===== src/rtl/rv_to_axil_master.sv =====
// rv_to_axil_master
//
// Turns a ready/valid command stream into AXI4-Lite master transactions and
// returns one ready/valid response per command. Only one transaction is in
// flight at a time.
//
// Ports
//   M00_AXI_aclk, M00_AXI_aresetn     clock, asynchronous active-low reset
//   cmd_valid_i / cmd_ready_o         command handshake
//   cmd_write_i, cmd_addr_i, cmd_data_i   command payload (1=write, 0=read)
//   rsp_valid_o / rsp_ready_i         response handshake
//   rsp_write_o, rsp_data_o, rsp_resp_o   response payload (data is 0 for writes)
//   M00_AXI_aw*, M00_AXI_w*, M00_AXI_b*   AXI4-Lite write channels
//   M00_AXI_ar*, M00_AXI_r*               AXI4-Lite read channels
//   dbgState                          current FSM state, for observation only
//
// Handshake rule used on every channel: a transfer happens on a rising clock
// edge where valid and ready are both 1. A source holds valid and its payload
// stable until that edge; valid never waits on ready. Every control output is
// a flop, so no input reaches an output combinationally.

module rv_to_axil_master #(
    parameter int          ADDR_W = 4,
    parameter logic [2:0]  PROT   = 3'b000
) (
    input  logic              M00_AXI_aclk,
    input  logic              M00_AXI_aresetn,

    input  logic              cmd_valid_i,
    output logic              cmd_ready_o,
    input  logic              cmd_write_i,
    input  logic [ADDR_W-1:0] cmd_addr_i,
    input  logic [31:0]       cmd_data_i,

    output logic              rsp_valid_o,
    input  logic              rsp_ready_i,
    output logic              rsp_write_o,
    output logic [31:0]       rsp_data_o,
    output logic [1:0]        rsp_resp_o,

    output logic [ADDR_W-1:0] M00_AXI_awaddr,
    output logic [2:0]        M00_AXI_awprot,
    output logic              M00_AXI_awvalid,
    input  logic              M00_AXI_awready,
    output logic [31:0]       M00_AXI_wdata,
    output logic [3:0]        M00_AXI_wstrb,
    output logic              M00_AXI_wvalid,
    input  logic              M00_AXI_wready,
    input  logic [1:0]        M00_AXI_bresp,
    input  logic              M00_AXI_bvalid,
    output logic              M00_AXI_bready,

    output logic [ADDR_W-1:0] M00_AXI_araddr,
    output logic [2:0]        M00_AXI_arprot,
    output logic              M00_AXI_arvalid,
    input  logic              M00_AXI_arready,
    input  logic [31:0]       M00_AXI_rdata,
    input  logic [1:0]        M00_AXI_rresp,
    input  logic              M00_AXI_rvalid,
    output logic              M00_AXI_rready,

    output logic [2:0]        dbgState
);

    typedef enum logic [2:0] {
        IDLE    = 3'd0,
        WR      = 3'd1,
        WRESP   = 3'd2,
        RD_ADDR = 3'd3,
        RD_DATA = 3'd4,
        RSP     = 3'd5
    } stateT;

    stateT             state,     stateNxt;
    logic              cmdReady,  cmdReadyNxt;
    logic              awValid,   awValidNxt;
    logic              wValid,    wValidNxt;
    logic              bReady,    bReadyNxt;
    logic              arValid,   arValidNxt;
    logic              rReady,    rReadyNxt;
    logic              rspValid,  rspValidNxt;
    logic              rspWrite,  rspWriteNxt;
    logic [31:0]       rspData,   rspDataNxt;
    logic [1:0]        rspResp,   rspRespNxt;
    logic [ADDR_W-1:0] awAddr,    awAddrNxt;
    logic [ADDR_W-1:0] arAddr,    arAddrNxt;
    logic [31:0]       wData,     wDataNxt;

    // A write channel counts as done once its valid is already low or is
    // being accepted on this edge; AW and W finish in any order.
    logic awDone;
    logic wDone;

    always_ff @(posedge M00_AXI_aclk or negedge M00_AXI_aresetn) begin
        if (!M00_AXI_aresetn) begin
            state    <= IDLE;
            cmdReady <= 1'b0;
            awValid  <= 1'b0;
            wValid   <= 1'b0;
            bReady   <= 1'b0;
            arValid  <= 1'b0;
            rReady   <= 1'b0;
            rspValid <= 1'b0;
            rspWrite <= 1'b0;
            rspData  <= '0;
            rspResp  <= '0;
            awAddr   <= '0;
            arAddr   <= '0;
            wData    <= '0;
        end else begin
            state    <= stateNxt;
            cmdReady <= cmdReadyNxt;
            awValid  <= awValidNxt;
            wValid   <= wValidNxt;
            bReady   <= bReadyNxt;
            arValid  <= arValidNxt;
            rReady   <= rReadyNxt;
            rspValid <= rspValidNxt;
            rspWrite <= rspWriteNxt;
            rspData  <= rspDataNxt;
            rspResp  <= rspRespNxt;
            awAddr   <= awAddrNxt;
            arAddr   <= arAddrNxt;
            wData    <= wDataNxt;
        end
    end

    always_comb begin
        stateNxt    = state;
        cmdReadyNxt = cmdReady;
        awValidNxt  = awValid;
        wValidNxt   = wValid;
        bReadyNxt   = bReady;
        arValidNxt  = arValid;
        rReadyNxt   = rReady;
        rspValidNxt = rspValid;
        rspWriteNxt = rspWrite;
        rspDataNxt  = rspData;
        rspRespNxt  = rspResp;
        awAddrNxt   = awAddr;
        arAddrNxt   = arAddr;
        wDataNxt    = wData;
        awDone      = !awValid || M00_AXI_awready;
        wDone       = !wValid  || M00_AXI_wready;

        case (state)
            IDLE: begin
                if (cmdReady && cmd_valid_i) begin
                    cmdReadyNxt = 1'b0;
                    if (cmd_write_i) begin
                        stateNxt   = WR;
                        awAddrNxt  = cmd_addr_i;
                        wDataNxt   = cmd_data_i;
                        awValidNxt = 1'b1;
                        wValidNxt  = 1'b1;
                    end else begin
                        stateNxt   = RD_ADDR;
                        arAddrNxt  = cmd_addr_i;
                        arValidNxt = 1'b1;
                    end
                end else begin
                    // Ready rises one cycle after entering IDLE (reset exit or
                    // response handshake).
                    cmdReadyNxt = 1'b1;
                end
            end

            WR: begin
                if (awValid && M00_AXI_awready) awValidNxt = 1'b0;
                if (wValid  && M00_AXI_wready)  wValidNxt  = 1'b0;
                if (awDone && wDone) begin
                    stateNxt  = WRESP;
                    bReadyNxt = 1'b1;
                end
            end

            WRESP: begin
                if (bReady && M00_AXI_bvalid) begin
                    bReadyNxt   = 1'b0;
                    rspRespNxt  = M00_AXI_bresp;
                    rspDataNxt  = '0;
                    rspWriteNxt = 1'b1;
                    rspValidNxt = 1'b1;
                    stateNxt    = RSP;
                end
            end

            RD_ADDR: begin
                if (arValid && M00_AXI_arready) begin
                    arValidNxt = 1'b0;
                    rReadyNxt  = 1'b1;
                    stateNxt   = RD_DATA;
                end
            end

            RD_DATA: begin
                if (rReady && M00_AXI_rvalid) begin
                    rReadyNxt   = 1'b0;
                    rspRespNxt  = M00_AXI_rresp;
                    rspDataNxt  = M00_AXI_rdata;
                    rspWriteNxt = 1'b0;
                    rspValidNxt = 1'b1;
                    stateNxt    = RSP;
                end
            end

            RSP: begin
                if (rsp_ready_i) begin
                    rspValidNxt = 1'b0;
                    stateNxt    = IDLE;
                end
            end

            default: begin
                stateNxt = IDLE;
            end
        endcase
    end

    assign cmd_ready_o     = cmdReady;
    assign rsp_valid_o     = rspValid;
    assign rsp_write_o     = rspWrite;
    assign rsp_data_o      = rspData;
    assign rsp_resp_o      = rspResp;

    assign M00_AXI_awaddr  = awAddr;
    assign M00_AXI_awprot  = PROT;
    assign M00_AXI_awvalid = awValid;
    assign M00_AXI_wdata   = wData;
    assign M00_AXI_wstrb   = 4'hF;
    assign M00_AXI_wvalid  = wValid;
    assign M00_AXI_bready  = bReady;

    assign M00_AXI_araddr  = arAddr;
    assign M00_AXI_arprot  = PROT;
    assign M00_AXI_arvalid = arValid;
    assign M00_AXI_rready  = rReady;

    assign dbgState        = state;

endmodule


===== config.mk =====
export PLATFORM = sky130hd
export DESIGN_NAME = rv_to_axil_master
export DESIGN_NICKNAME = d
export VERILOG_FILES = /design/src/rtl/rv_to_axil_master.sv
export SDC_FILE = /design/constraint.sdc
export NUM_CORES = 1
export LEC_CHECK = 0
export BUFFER_PORTS_ARGS = -buffer_cell sky130_fd_sc_hd__buf_2
export CAP_MARGIN = 30
export CORE_UTILIZATION = 41
export DETAILED_ROUTE_END_ITERATION = 10
export PLACE_DENSITY = 0.85
export SETUP_SLACK_MARGIN = 0.02
export SKIP_CTS_REPAIR_TIMING = 1
export SYNTH_ARGS = -nofsm -noshare
export SYNTH_HDL_FRONTEND = slang
export SYNTH_SLANG_ARGS = --single-unit

===== constraint.sdc =====
create_clock -name M00_AXI_aclk -period 1.5 [get_ports M00_AXI_aclk]
set_input_delay 0.375 -clock M00_AXI_aclk [delete_from_list [all_inputs] [get_ports M00_AXI_aclk]]
set_output_delay 0.375 -clock M00_AXI_aclk [all_outputs]
set_load 0.02 [all_outputs]

==> impl_metrics.toml <==
[synth]
ys_warn_count = 0
async_flop_share_pct = 100
synth_top_area_share_pct = 61.0
yosysUniqueCellTypes = 32
yosysMostFrequentCell = "dfrtp_1"
syn_inst = 245
ys_seq_elements = 85
ys_seq_area_share_pct = 61.0
netlist_top_cells_count = "dfrtp_1 (85), a22o_1 (32), mux2_2 (28), mux2_4 (18), nor2_1 (11)"
synth_area_leaders = "dfrtp_1 (61%), mux2_2 (9.0%), a22o_1 (8.0%)"
synth_top_area_cell = "dfrtp_1"
syn_area_um2 = 3490
synthFlopType = "dfrtp_1"
avgSynthCellArea_um2 = 14.2
synth_edf_count = 0

[detailed_routing]
ant_nets = 0
dr_wl_met2_um = 4250
wl_um = 8230
wire_per_inst_um = 15.1
vias = 2670
wl_met3_um = 463
via_per_inst = 4.90
met1_length_um = 3430
drt_first_pass_iters = 7
drc = 0
top_layer_used = "met4"
drt_iter0_drc = 58

[place]
portBuffers = 166
place_congestion = 0.747
dp_worst_setup_slack_ps = -191
dp_hpwl_um = 5580

[floorplanning]
start_util_pct = 42.4
die_x_um = 94.2
die_h_um = 94.2
coreArea_um2 = 8220
io-pin-count = 177
placement_rows = 33
dieArea_um2 = 8880

[grt]
grt_max_degree = 86
first_global_vias = 2540
grt_use_total_pct = 17.9
antenna_found_initial = 0
grt-ovfl-total = 0
grt_pass1_wl_um = 11900

[critical_path]
cp-start-kind = "flop"
rr_startpoint = "dbgState[0]"
reg2reg_slack_ps = -170
rr_worst_depth = 4
arrival_ps = 1900
worst-path-buf-inv = 1
crit_slowest_cell = "dfrtp_2"
path_max_fanout = 6
cp_slowest_stage_delay_ps = 470
reg2reg_to = "dbgState[0]"
required_ps = 1740
critPathTopFamily = "flip-flops"
critPathKind = "flop to flop"
crit_chain = "buf_8 -> o211ai_1 -> nand4_1 -> mux2_4"
critPathCaptureType = "flop"

[cts]
htreeDepth = 3
cts_buffer_depth = 2
clockRootBuffer = "clkbuf_8"
cts_tree = "done"
clk_latency_ps = 350
cts.sinks = 85
path_clk_slew_ps = 80
cts_inserted_buffers = 9

[sta]
fin_setup_tns_ps = -5330
fin_ws_ps = -165
rsz0062_at_grt = "true"
fin_crit_ps = 1670
setup_viol = 80
fin_skew_ps = 11.7
max_freq_mhz = 601
fin_crit_sh_pct = 111
drv_slew = 0
hold_violations = 0

[layout]
final_net_count = 517
regArea_um2 = 2130
multi_input_area_um2 = 1290
drive_above_1_share_pct = 61.6
area_delta_synth_final_pct = 43.2
antennaDiodeCount = 0
fillers = 659

[status]
violations = "setup timing"
status = "finished with violations"

[power_and_ir_drop]
p_per_area_nw_per_um2 = 2060
vdd_drop_max_v = 0.000858
leakage_nw = 2.72

[hold_path]
hold_path_class = "primary input to asynchronous set/reset pin"

[run]
drv_cap = 0
## flip-flops by register name, summed over array words and instances, names as in the netlist, 2 cells and up
signal and cells:
rsp_resp_o 2, dbgState 3, M00_AXI_awaddr 4, M00_AXI_wdata 32, M00_AXI_araddr 4, rsp_data_o 32
## worst reg2reg max path, stage by stage, from the launching register on
cell and delay [ps]:
dfrtp_2 470, buf_8 150, o211ai_1 300, nand4_1 270, mux2_4 360
## how the worst max path moves through the flow
stage | from | endpoint | slack, ps | cells after the start
detailed placement | cmd_valid_i | dbgState[0] | -190 | 5
finish | dbgState[0] | dbgState[0] | -170 | 4
floorplan | dbgState[0] | M00_AXI_awaddr[2] | -200 | 7
global route | dbgState[0] | dbgState[0] | -240 | 4
global placement | cmd_valid_i | dbgState[1] | -150 | 5
CTS | dbgState[2] | dbgState[0] | -200 | 4
## power by group
group	leakage, nW	switching, W	total (W)	internal, W
sequential	1.07	0.000529	0.00371	0.00318
clock	0.114	0.000835	0.00178	0.000947
combinational	1.54	0.00251	0.00481	0.00231
total	2.72	0.00387	0.0103	0.00643
## cells by family after synthesis
family | after synthesis | share of synthesized area (%)
buf+inv | 30 | 5.42
other cells | 2 | 0.215
flops | 85 | 61.0
mux | 46 | 16.8
simple gates | 33 | 5.35
compound gates | 49 | 11.2
## cell type report
type / instances / share of cell area, %
flip-flops and latches: 85 / 42.7
multi-input cells: 138 / 25.8
repair buffers: 196 / 24.1
well taps: 105 / 2.63
clock buffers: 9 / 2.48
clock inverters: 7 / 1.93
inverters: 5 / 0.376
## routing by layer
| layer | up-vias | GRT usage (%) |
|---|---|---|
| li1 | 1234 | - |
| met1 | 1318 | 20.9 |
| met2 | 109 | 31.0 |
| met3 | 9 | 4.85 |
| met4 | 0 | 6.54 |
| met5 | - | 0 |
## per-stage QoR
step           total power [W]  instance area, um^2  utilization (%)  hold WS (ps)  std cells
2_1_floorplan          0.00658                 3570                -          79.4        253
3_3_place_gp           0.00800                 4560             55.5           436        520
3_5_place_dp           0.00815                 4560             55.5           445        520
4_1_cts                0.00998                 4780             58.1          59.8        536
5_1_grt                 0.0109                 4990             60.8          63.6        545
6_report                0.0103                 4990             60.8          36.0        545
## cells in the final DEF (no fill, tap or decap), types with 2 or more instances in the layout
cell / n
buf_2: 164
dfrtp_1: 82
a22o_1: 32
mux2_4: 24
mux2_2: 22
buf_4: 19
conb_1: 10
nor2_1: 9
clkbuf_8: 9
nand2_1: 7
inv_1: 5
buf_12: 5
a21oi_1: 4
clkbuf_16: 3
dfrtp_2: 3
buf_6: 3
nor3_4: 2
nand2b_1: 2
nor2_4: 2
o211ai_1: 2
nor2b_1: 2
a31oi_1: 2
clkinv_2: 2
inv_6: 2
bufinv_16: 2
buf_8: 2
Note: power is estimated with default switching activity, not from simulation.
